<file path="src/rtl/cpu_alu_pkg.sv">
// Shared definitions for the ALU execute stage: opcodes, FSM states, flag positions.
package cpu_alu_pkg;

    localparam int unsigned DATA_W = 16;
    localparam int unsigned OPC_W  = 4;
    localparam int unsigned FLAG_W = 4;

    localparam logic [OPC_W-1:0] OP_ADD  = 4'd0;
    localparam logic [OPC_W-1:0] OP_SUB  = 4'd1;
    localparam logic [OPC_W-1:0] OP_AND  = 4'd2;
    localparam logic [OPC_W-1:0] OP_OR   = 4'd3;
    localparam logic [OPC_W-1:0] OP_XOR  = 4'd4;
    localparam logic [OPC_W-1:0] OP_NOT  = 4'd5;
    localparam logic [OPC_W-1:0] OP_SHL  = 4'd6;
    localparam logic [OPC_W-1:0] OP_SHR  = 4'd7;
    localparam logic [OPC_W-1:0] OP_MUL  = 4'd8;
    localparam logic [OPC_W-1:0] OP_PASS = 4'd9;

    // Bit positions inside the {Z,N,C,V} flag word
    localparam int unsigned F_Z = 3;
    localparam int unsigned F_N = 2;
    localparam int unsigned F_C = 1;
    localparam int unsigned F_V = 0;

    typedef enum logic [1:0] {
        IDLE = 2'd0,
        EXEC = 2'd1,
        MUL  = 2'd2,
        DONE = 2'd3
    } state_t;

endpackage

</file>
<file path="src/rtl/mul_shift_add.sv">
// Iterative shift-add multiplier: start loads operands, ITERS edges later the product is ready.
module mul_shift_add #(
    parameter int unsigned WIDTH = 16,
    parameter int unsigned ITERS = WIDTH
) (
    input  logic               clk,
    input  logic               rst_n,
    input  logic               start,
    input  logic [WIDTH-1:0]   a,
    input  logic [WIDTH-1:0]   b,
    output logic               done_c,
    output logic [2*WIDTH-1:0] product_c
);

    localparam int unsigned PW    = 2 * WIDTH;
    localparam int unsigned CNT_W = (ITERS > 1) ? $clog2(ITERS) : 1;

    logic [PW-1:0]    mcand;
    logic [PW-1:0]    acc;
    logic [WIDTH-1:0] mplier;
    logic [CNT_W-1:0] cnt;
    logic             busy;

    // Value the accumulator takes on this edge; final product when done_c is high
    assign product_c = acc + (mplier[0] ? mcand : PW'(0));
    assign done_c    = busy && (cnt == CNT_W'(ITERS - 1));

    always_ff @(posedge clk or negedge rst_n) begin
        if (!rst_n) begin
            mcand  <= '0;
            acc    <= '0;
            mplier <= '0;
            cnt    <= '0;
            busy   <= 1'b0;
        end else if (start) begin
            mcand  <= PW'(a);
            acc    <= '0;
            mplier <= b;
            cnt    <= '0;
            busy   <= 1'b1;
        end else if (busy) begin
            acc    <= product_c;
            mcand  <= mcand << 1;
            mplier <= mplier >> 1;
            cnt    <= cnt + CNT_W'(1);
            if (done_c) begin
                busy <= 1'b0;
            end
        end
    end

endmodule

</file>
<file path="src/rtl/alu_exec_unit.sv">
// Execute stage: latches operands on accept, runs a single-cycle ALU op or the
// iterative multiplier, and holds result/flags until the consumer takes them.
module alu_exec_unit
    import cpu_alu_pkg::*;
#(
    parameter int unsigned WIDTH     = DATA_W,
    parameter int unsigned MUL_ITERS = WIDTH
) (
    input  logic              clk,
    input  logic              rst_n,
    input  logic              in_valid,
    output logic              in_ready,
    input  logic [OPC_W-1:0]  opcode,
    input  logic [WIDTH-1:0]  op1,
    input  logic [WIDTH-1:0]  op2,
    output logic              out_valid,
    input  logic              out_ready,
    output logic [WIDTH-1:0]  result,
    output logic [FLAG_W-1:0] flags,
    output logic              illegal
);

    localparam int unsigned SH_W = $clog2(WIDTH);
    localparam int unsigned PW   = 2 * WIDTH;

    state_t state_q;
    state_t state_d;

    logic [OPC_W-1:0]  opc_q;
    logic [WIDTH-1:0]  a_q;
    logic [WIDTH-1:0]  b_q;

    logic              accept_c;
    logic              mul_start_c;
    logic              mul_done_c;
    logic [PW-1:0]     mul_prod_c;
    logic [FLAG_W-1:0] mul_flags_c;

    logic [WIDTH:0]    sum_c;
    logic [WIDTH:0]    diff_c;
    logic [SH_W-1:0]   amt_c;
    logic [PW-1:0]     shl_c;
    logic [PW-1:0]     shr_c;

    logic [WIDTH-1:0]  alu_res_c;
    logic              alu_carry_c;
    logic              alu_ovf_c;
    logic              alu_ill_c;
    logic [FLAG_W-1:0] alu_flags_c;

    logic              load_c;
    logic [WIDTH-1:0]  res_d;
    logic [FLAG_W-1:0] flags_d;
    logic              ill_d;

    assign accept_c    = in_valid && in_ready;
    assign mul_start_c = accept_c && (opcode == OP_MUL);

    mul_shift_add #(
        .WIDTH (WIDTH),
        .ITERS (MUL_ITERS)
    ) u_mul (
        .clk       (clk),
        .rst_n     (rst_n),
        .start     (mul_start_c),
        .a         (op1),
        .b         (op2),
        .done_c    (mul_done_c),
        .product_c (mul_prod_c)
    );

    // Shifts are done in a double-width field so the last bit shifted out lands at a fixed index
    assign sum_c  = {1'b0, a_q} + {1'b0, b_q};
    assign diff_c = {1'b0, a_q} - {1'b0, b_q};
    assign amt_c  = b_q[SH_W-1:0];
    assign shl_c  = {{WIDTH{1'b0}}, a_q} << amt_c;
    assign shr_c  = {a_q, {WIDTH{1'b0}}} >> amt_c;

    always_comb begin
        alu_res_c   = '0;
        alu_carry_c = 1'b0;
        alu_ovf_c   = 1'b0;
        alu_ill_c   = 1'b0;
        case (opc_q)
            OP_ADD: begin
                alu_res_c   = sum_c[WIDTH-1:0];
                alu_carry_c = sum_c[WIDTH];
                alu_ovf_c   = (a_q[WIDTH-1] == b_q[WIDTH-1]) && (sum_c[WIDTH-1] != a_q[WIDTH-1]);
            end
            OP_SUB: begin
                alu_res_c   = diff_c[WIDTH-1:0];
                alu_carry_c = diff_c[WIDTH];
                alu_ovf_c   = (a_q[WIDTH-1] != b_q[WIDTH-1]) && (diff_c[WIDTH-1] != a_q[WIDTH-1]);
            end
            OP_AND:  alu_res_c = a_q & b_q;
            OP_OR:   alu_res_c = a_q | b_q;
            OP_XOR:  alu_res_c = a_q ^ b_q;
            OP_NOT:  alu_res_c = ~a_q;
            OP_SHL: begin
                alu_res_c   = shl_c[WIDTH-1:0];
                alu_carry_c = shl_c[WIDTH];
            end
            OP_SHR: begin
                alu_res_c   = shr_c[PW-1:WIDTH];
                alu_carry_c = shr_c[WIDTH-1];
            end
            OP_PASS: alu_res_c = b_q;
            OP_MUL:  alu_res_c = '0;
            default: alu_ill_c = 1'b1;
        endcase
    end

    always_comb begin
        alu_flags_c        = '0;
        alu_flags_c[F_Z]   = (alu_res_c == '0);
        alu_flags_c[F_N]   = alu_res_c[WIDTH-1];
        alu_flags_c[F_C]   = alu_carry_c;
        alu_flags_c[F_V]   = alu_ovf_c;
        mul_flags_c        = '0;
        mul_flags_c[F_Z]   = (mul_prod_c[WIDTH-1:0] == '0);
        mul_flags_c[F_N]   = mul_prod_c[WIDTH-1];
        mul_flags_c[F_C]   = (mul_prod_c[PW-1:WIDTH] != '0);
    end

    // Handshake FSM; also picks which datapath feeds the output registers
    always_comb begin
        state_d = state_q;
        load_c  = 1'b0;
        res_d   = alu_ill_c ? '0 : alu_res_c;
        flags_d = alu_ill_c ? FLAG_W'(1 << F_Z) : alu_flags_c;
        ill_d   = alu_ill_c;
        case (state_q)
            IDLE: begin
                if (accept_c) begin
                    state_d = (opcode == OP_MUL) ? MUL : EXEC;
                end
            end
            EXEC: begin
                state_d = DONE;
                load_c  = 1'b1;
            end
            MUL: begin
                if (mul_done_c) begin
                    state_d = DONE;
                    load_c  = 1'b1;
                    res_d   = mul_prod_c[WIDTH-1:0];
                    flags_d = mul_flags_c;
                    ill_d   = 1'b0;
                end
            end
            DONE: begin
                if (out_ready) begin
                    state_d = IDLE;
                end
            end
            default: state_d = IDLE;
        endcase
    end

    always_ff @(posedge clk or negedge rst_n) begin
        if (!rst_n) begin
            state_q   <= IDLE;
            in_ready  <= 1'b1;
            out_valid <= 1'b0;
        end else begin
            state_q   <= state_d;
            in_ready  <= (state_d == IDLE);
            out_valid <= (state_d == DONE);
        end
    end

    always_ff @(posedge clk or negedge rst_n) begin
        if (!rst_n) begin
            opc_q   <= '0;
            a_q     <= '0;
            b_q     <= '0;
            result  <= '0;
            flags   <= '0;
            illegal <= 1'b0;
        end else begin
            if (accept_c) begin
                opc_q <= opcode;
                a_q   <= op1;
                b_q   <= op2;
            end
            if (load_c) begin
                result  <= res_d;
                flags   <= flags_d;
                illegal <= ill_d;
            end
        end
    end

endmodule

</file>
<file path="config.mk">
export PLATFORM = sky130hd
export DESIGN_NAME = alu_exec_unit
export DESIGN_NICKNAME = d
export VERILOG_FILES = /design/src/rtl/cpu_alu_pkg.sv /design/src/rtl/mul_shift_add.sv /design/src/rtl/alu_exec_unit.sv
export SDC_FILE = /design/constraint.sdc
export NUM_CORES = 1
export LEC_CHECK = 0
export ABC_AREA = 1
export ABC_CLOCK_PERIOD_IN_PS = 3400
export CORE_MARGIN = 1.5
export CORE_UTILIZATION = 26
export CTS_CLUSTER_SIZE = 40
export DETAILED_ROUTE_END_ITERATION = 10
export SETUP_SLACK_MARGIN = 0.1
export SYNTH_ARGS = -nofsm -noshare
export SYNTH_HDL_FRONTEND = slang
export SYNTH_SLANG_ARGS = --single-unit
</file>
<file path="constraint.sdc">
create_clock -name clk -period 3.4 [get_ports clk]
set_input_delay 0.68 -clock clk [delete_from_list [all_inputs] [get_ports clk]]
set_output_delay 0.68 -clock clk [all_outputs]
set_load 0.005 [all_outputs]
</file>
; Word level (Yosys, flattened, before mapping)
; Index checks and enable logic that the tools add are counted.
[classes]
n_addsub = 4
eq_ne = 19
shift = 2
n_mux = 31
bitwise_logic = 4
n_reduce_logical = 13
[ops]
columns = op, n
row1 = $mux W32, 5
row2 = $pmux W16 S9, 1
row3 = $mux W16, 5
row4 = $add A32 B32 Y32, 1
row5 = $logic_not A16 Y1, 2
row6 = $shr A32 B4 Y32, 1
row7 = $mux W4, 5
row8 = $add A16 B16 Y17, 1
row9 = $shl A16 B4 Y17, 1
row10 = $sub A16 B16 Y17, 1
row11 = $and A16 B16 Y16, 1
row12 = $eq A4 B3 Y1 const B, 4
row13 = $eq A4 B4 Y1 const B, 4
row14 = $not A16 Y16, 1
row15 = $or A16 B16 Y16, 1
row16 = $reduce_bool A16 Y1, 1
row17 = $xor A16 B16 Y16, 1
row18 = $reduce_or A10 Y1, 1
row19 = $eq A4 B2 Y1 const B, 2
row20 = $mux W2, 4
row21 = $pmux W2 S4, 1
row22 = $mux W1, 7
row23 = $eq A2 B2 Y1 const B, 3
row24 = $logic_and A1 B1 Y1, 5
row25 = other kinds (10), 14
[totals]
ff_bits = 146
out_inout_bits = 23

; Longest topological paths before layout
[depth]
depth_word = 7
depth_mapped = 22
depth_no_buf = 21

; Hierarchy
; A second synthesis with hierarchy kept.
[hier_totals]
hier_cells = 2139
area_unflattened_um2 = 13240.2
[by_module_without_submodules]
columns = module, n_inst, cells_per_inst, area_each_um2
row1 = alu_exec_unit, 1, 1228, 7194.4
row2 = mul_shift_add, 1, 911, 6045.8

; Least setup slack after synthesis
; OpenSTA, ideal clock, no wires.
[synth_timing]
path_type = register to register
startpoint = register u_mul.mplier[0]
endpoint = register flags[3]
t_arrival_ns = 2.358
required_ns = 3.334
slack_ns = 0.977
stages_incl_launch_ff = 19
n_path_buf = 1
synth_period_minus_slack_ns = 2.423
cell_sequence = dfrtp_1 > clkbuf_1 > nand2_1 > inv_1 > ha_1 > fa_1 > nand2_1 > inv_1 > nand2_1 > nand3_1 > nand2_1 > nand2_1 > xnor2_1 > nand3_1 > nor3_1 > nand3_1 > a21oi_1 > nand2_1 > nand2_1
[synth_between]
elab_chain_cells = 5
[synth_lines]
columns = item, line_no
row1 = "start, declared", mul_shift_add.sv:20  ; logic [WIDTH-1:0] mplier;
row2 = "start signal, assigned", mul_shift_add.sv:44  ; mplier <= mplier >> 1;
row3 = $mux W32, mul_shift_add.sv:25  ; assign product_c = acc + (mplier[0] ? mcand : PW'(0));
row4 = $add A32 B32 Y32, mul_shift_add.sv:25
row5 = $logic_not A16 Y1, alu_exec_unit.sv:120  ; mul_flags_c[F_Z] = (mul_prod_c[WIDTH-1:0] == '0);
row6 = $mux W4, alu_exec_unit.sv:143  ; if (mul_done_c) begin
row7 = $mux W4, alu_exec_unit.sv:132  ; case (state_q)
row8 = "end signal, assigned", alu_exec_unit.sv:188  ; flags <= flags_d;
row9 = "end, declared", alu_exec_unit.sv:19  ; output logic [FLAG_W-1:0] flags,
; No other way between the ends.
; A chain may end at the register's enable or synchronous reset.

; Final worst setup path
[layout_timing]
startpoint = register u_mul.mplier[0]
endpoint = register flags[1]
[layout_between]
elab_chain_cells = 5
[layout_lines]
columns = item, line_no
row1 = $mux W32, mul_shift_add.sv:25
row2 = $add A32 B32 Y32, mul_shift_add.sv:25
row3 = $reduce_bool A16 Y1, alu_exec_unit.sv:122  ; mul_flags_c[F_C] = (mul_prod_c[PW-1:WIDTH] != '0);
row4 = $mux W4, alu_exec_unit.sv:143
row5 = $mux W4, alu_exec_unit.sv:132
; No other way between the ends.

==> flow_summary_export.csv <==
group,metric,value,unit
finish,diodes,0,
detailed_routing,postRouteAntennaNets,0,
grt,grt_pass1_wl,78700,um
setup_path,cp.required,3720,ps
cts,clk_latency,450,ps
cts,cts_num_sinks,145,
synthesis,synth_area,13000,um^2
status,outcome,"completed",
placement,dp_slack,438,ps
sta,worstMarginPinSlew,855,ps
setup_path,cp_max_fo,24,
setup_path,worstPathArrival,3300,ps
power_and_ir_drop,p_total,14.8,mW
sta,finalCriticalPeriod,2980,ps
sta,tns,0,ps
synthesis,async_reset_ff_share,100,%
sta,hold_viol_final,0,
cts,cts-root-buf,"clkbuf_16",
synthesis,syn_area_per_cell,6.23,um^2
synthesis,synth-main-ff-cell,"dfrtp_1",
floorplan,core_area,49200,um^2
synthesis,synthCells,2087,
detailed_routing,dr.pass1.iters,6,
cts,cts_tree,"done",
grt,grt_pass1_vias,13500,
finish,seq_area,3630,um^2
placement,place.gp.congestion,0.995,
setup_path,critPathKind,"flop to flop",
power_and_ir_drop,peakVddDrop,0.000386,V
floorplan,start_util,26.5,%
synthesis,syn_nets,2215,
cts,cts-hold-fix-buffers,0,
detailed_routing,wl_per_cell,18.0,um
synthesis,ys_warn_count,0,
setup_path,start_kind,"flop",
cts,htreeDepth,4,
placement,io_buffer_count,62,
job,cap_violations,0,
grt,grtUsageTotal,20.2,%
floorplan,num_rows,81,
detailed_routing,drc,0,
synthesis,ys_seq_elements,145,
cts,cts_setup_buffers,0,
floorplan,die_h,227,um
finish,multiInputGateArea,7820,um^2
synthesis,yosysSeqAreaShare,27.9,%
floorplan,dieWidth,227,um
power_and_ir_drop,powerDensity,985,nW/um^2
synthesis,synth-edff-count,0,
grt,grt_max_degree,59,
cts,clk_path_buf_depth,2,
sta,report.final.slew_viol_count,0,
finish,area_growth,15.6,%
finish,fin_util,30.6,%
setup_path,end_kind,"flop",
synthesis,yosysUniqueCellTypes,50,
finish,nets,2268,
detailed_routing,vias,13800,
placement,dpl.hpwl,41400,um
grt,overflow,0,
cts,clk_pin_slew,70,ps
finish,drive_above_1_share,5.48,%
detailed_routing,drt-total-wl,50800,um
sta,final-setup-viol-count,0,
sta,rsz0062_at_grt,"no",
sta,finalCritPeriodShare,87.5,%
sta,max_freq,0.336,GHz
grt,antenna_found_initial,0,
hold_path,min_path_type,"primary input to asynchronous set/reset pin",
sta,layout_setup_ws,425,ps
sta,finClkSkew,14.9,ps
cts,cts_resized,0,
sta,max_slew_margin,42.9,%
power_and_ir_drop,power_leakage,7.85,nW
finish,nFillCells,5426,
detailed_routing,drtIter0Drc,1452,
floorplan,dieArea,51400,um^2
detailed_routing,via_per_inst,4.90,
cts,cts_buffers,17,
floorplan,io_pins,63,
-- per-stage QoR --
| step | instance area (um^2) | instances | hold slack [ps] |
|---|---|---|---|
| final | 15000 | 2817 | 173 |
| after CTS | 15000 | 2817 | 201 |
| after global routing | 15000 | 2817 | 217 |
| after detailed placement | 14400 | 2785 | 469 |
| after floorplan | 13000 | 2087 | 384 |
| after global placement | 14400 | 2785 | 468 |
-- cells in the mapped netlist (6+ instances only) --
master | instances | area [um^2]
a21oi_1 | 69 | 345
a22o_1 | 11 | 96.3
and2_1 | 7 | 43.8
buf_2 | 24 | 120
buf_4 | 10 | 75.1
clkbuf_1 | 29 | 109
dfrtp_1 | 144 | 3600
ha_1 | 85 | 1060
inv_1 | 305 | 1140
inv_2 | 9 | 33.8
nand2_1 | 720 | 2700
nand3_1 | 194 | 971
nand3_2 | 8 | 80.1
nand4_1 | 28 | 175
nor2_1 | 170 | 638
nor2_2 | 11 | 68.8
nor3_1 | 15 | 75.1
o211ai_1 | 30 | 225
o21ai_0 | 93 | 465
o21ai_1 | 16 | 80.1
o21bai_1 | 6 | 45.0
o221ai_1 | 7 | 61.3
o22ai_1 | 27 | 169
xnor2_1 | 10 | 87.6
xor2_1 | 7 | 61.3
-- final timing paths --
kind,start,endpoint,slack [ps],depth (start not counted)
hold / removal,rst_n,u_mul.acc[27],170,1
hold reg to reg,flags[0],flags[0],480,1
min in group clk,flags[0],flags[0],480,1
setup / recovery,u_mul.mplier[0],flags[1],420,16
setup reg to reg,u_mul.mplier[0],flags[1],420,16
max in group asynchronous,rst_n,result[13],2410,2
-- cell families (layout without fill, tap and decap cells) --
group / Yosys count / after routing / share of synthesized area (%)
buf+inv: 387 / 453 / 12.0
fa+ha+maj: 88 / 88 / 8.64
xor+xnor: 17 / 17 / 1.15
compound gates: 273 / 273 / 12.3
flops: 145 / 145 / 27.9
simple gates: 1177 / 1177 / 38.0
-- registers in the layout, indices dropped and copies added (netlist names) --
register and cells:
a_q 16, in_ready 1, u_mul.cnt 4, b_q 16, u_mul.busy 1, result 15
out_valid 1, illegal 1, u_mul.mcand 32, state_q 2, flags 4, opc_q 4
u_mul.mplier 16, u_mul.acc 32
-- critical path: stages (launching register included) --
cell	delay, ps
dfrtp_1	380
buf_4	220
nand2_1	90
inv_1	40
ha_1	330
nand2_1	180
inv_1	60
a21oi_1	270
nor2_1	110
o21ai_0	350
nand4_1	140
nand2_1	130
nand2_1	100
nor2_1	100
nand3_1	170
nand2_1	100
a21oi_1	80
-- cell usage in the layout (no fill, tap or decap), types with 6 or more instances in the layout --
cell and instances:
o22ai_1 27, xor2_1 7, o21ai_0 93, nand2_1 720
inv_1 305, o21bai_1 6, a21oi_1 69, inv_2 9
and2_1 7, xnor2_1 10, ha_1 85, nand4_1 28
nand3_2 8, o211ai_1 30, nor2_2 10, dfrtp_1 144
nor3_1 15, o21ai_1 16, nor2_1 170, clkdlybuf4s50_1 61
o221ai_1 7, clkbuf_16 17, buf_4 40, a22o_1 11
nand3_1 194
-- power by group --
| group | switching [mW] | internal (mW) |
|---|---|---|
| logic | 6.64 | 3.10 |
| clock network | 0.863 | 1.13 |
| registers | 0.625 | 2.44 |
| total | 8.13 | 6.68 |
-- area by class of cell --
type                       count  area share, %
clock buffer                  19           2.95
clock inverter                13           1.14
inverter                     318           7.99
multi-input combinational   1555           52.0
sequential                   145           24.1
tap                          664           5.53
timing repair buffer         103           6.27
-- per-layer routing --
metal | part of all wire [%] | track usage [%] | wire (um) | up-vias
met5 | 0 | 0 | 0 | -
met4 | 4.1 | 8.41 | 2090 | 0
met3 | 4.9 | 2.18 | 2510 | 81
met2 | 46 | 33.4 | 23500 | 475
met1 | 45 | 26.7 | 22700 | 6486
li1 | - | - | - | 6764
(Power assumes the default switching activity.)
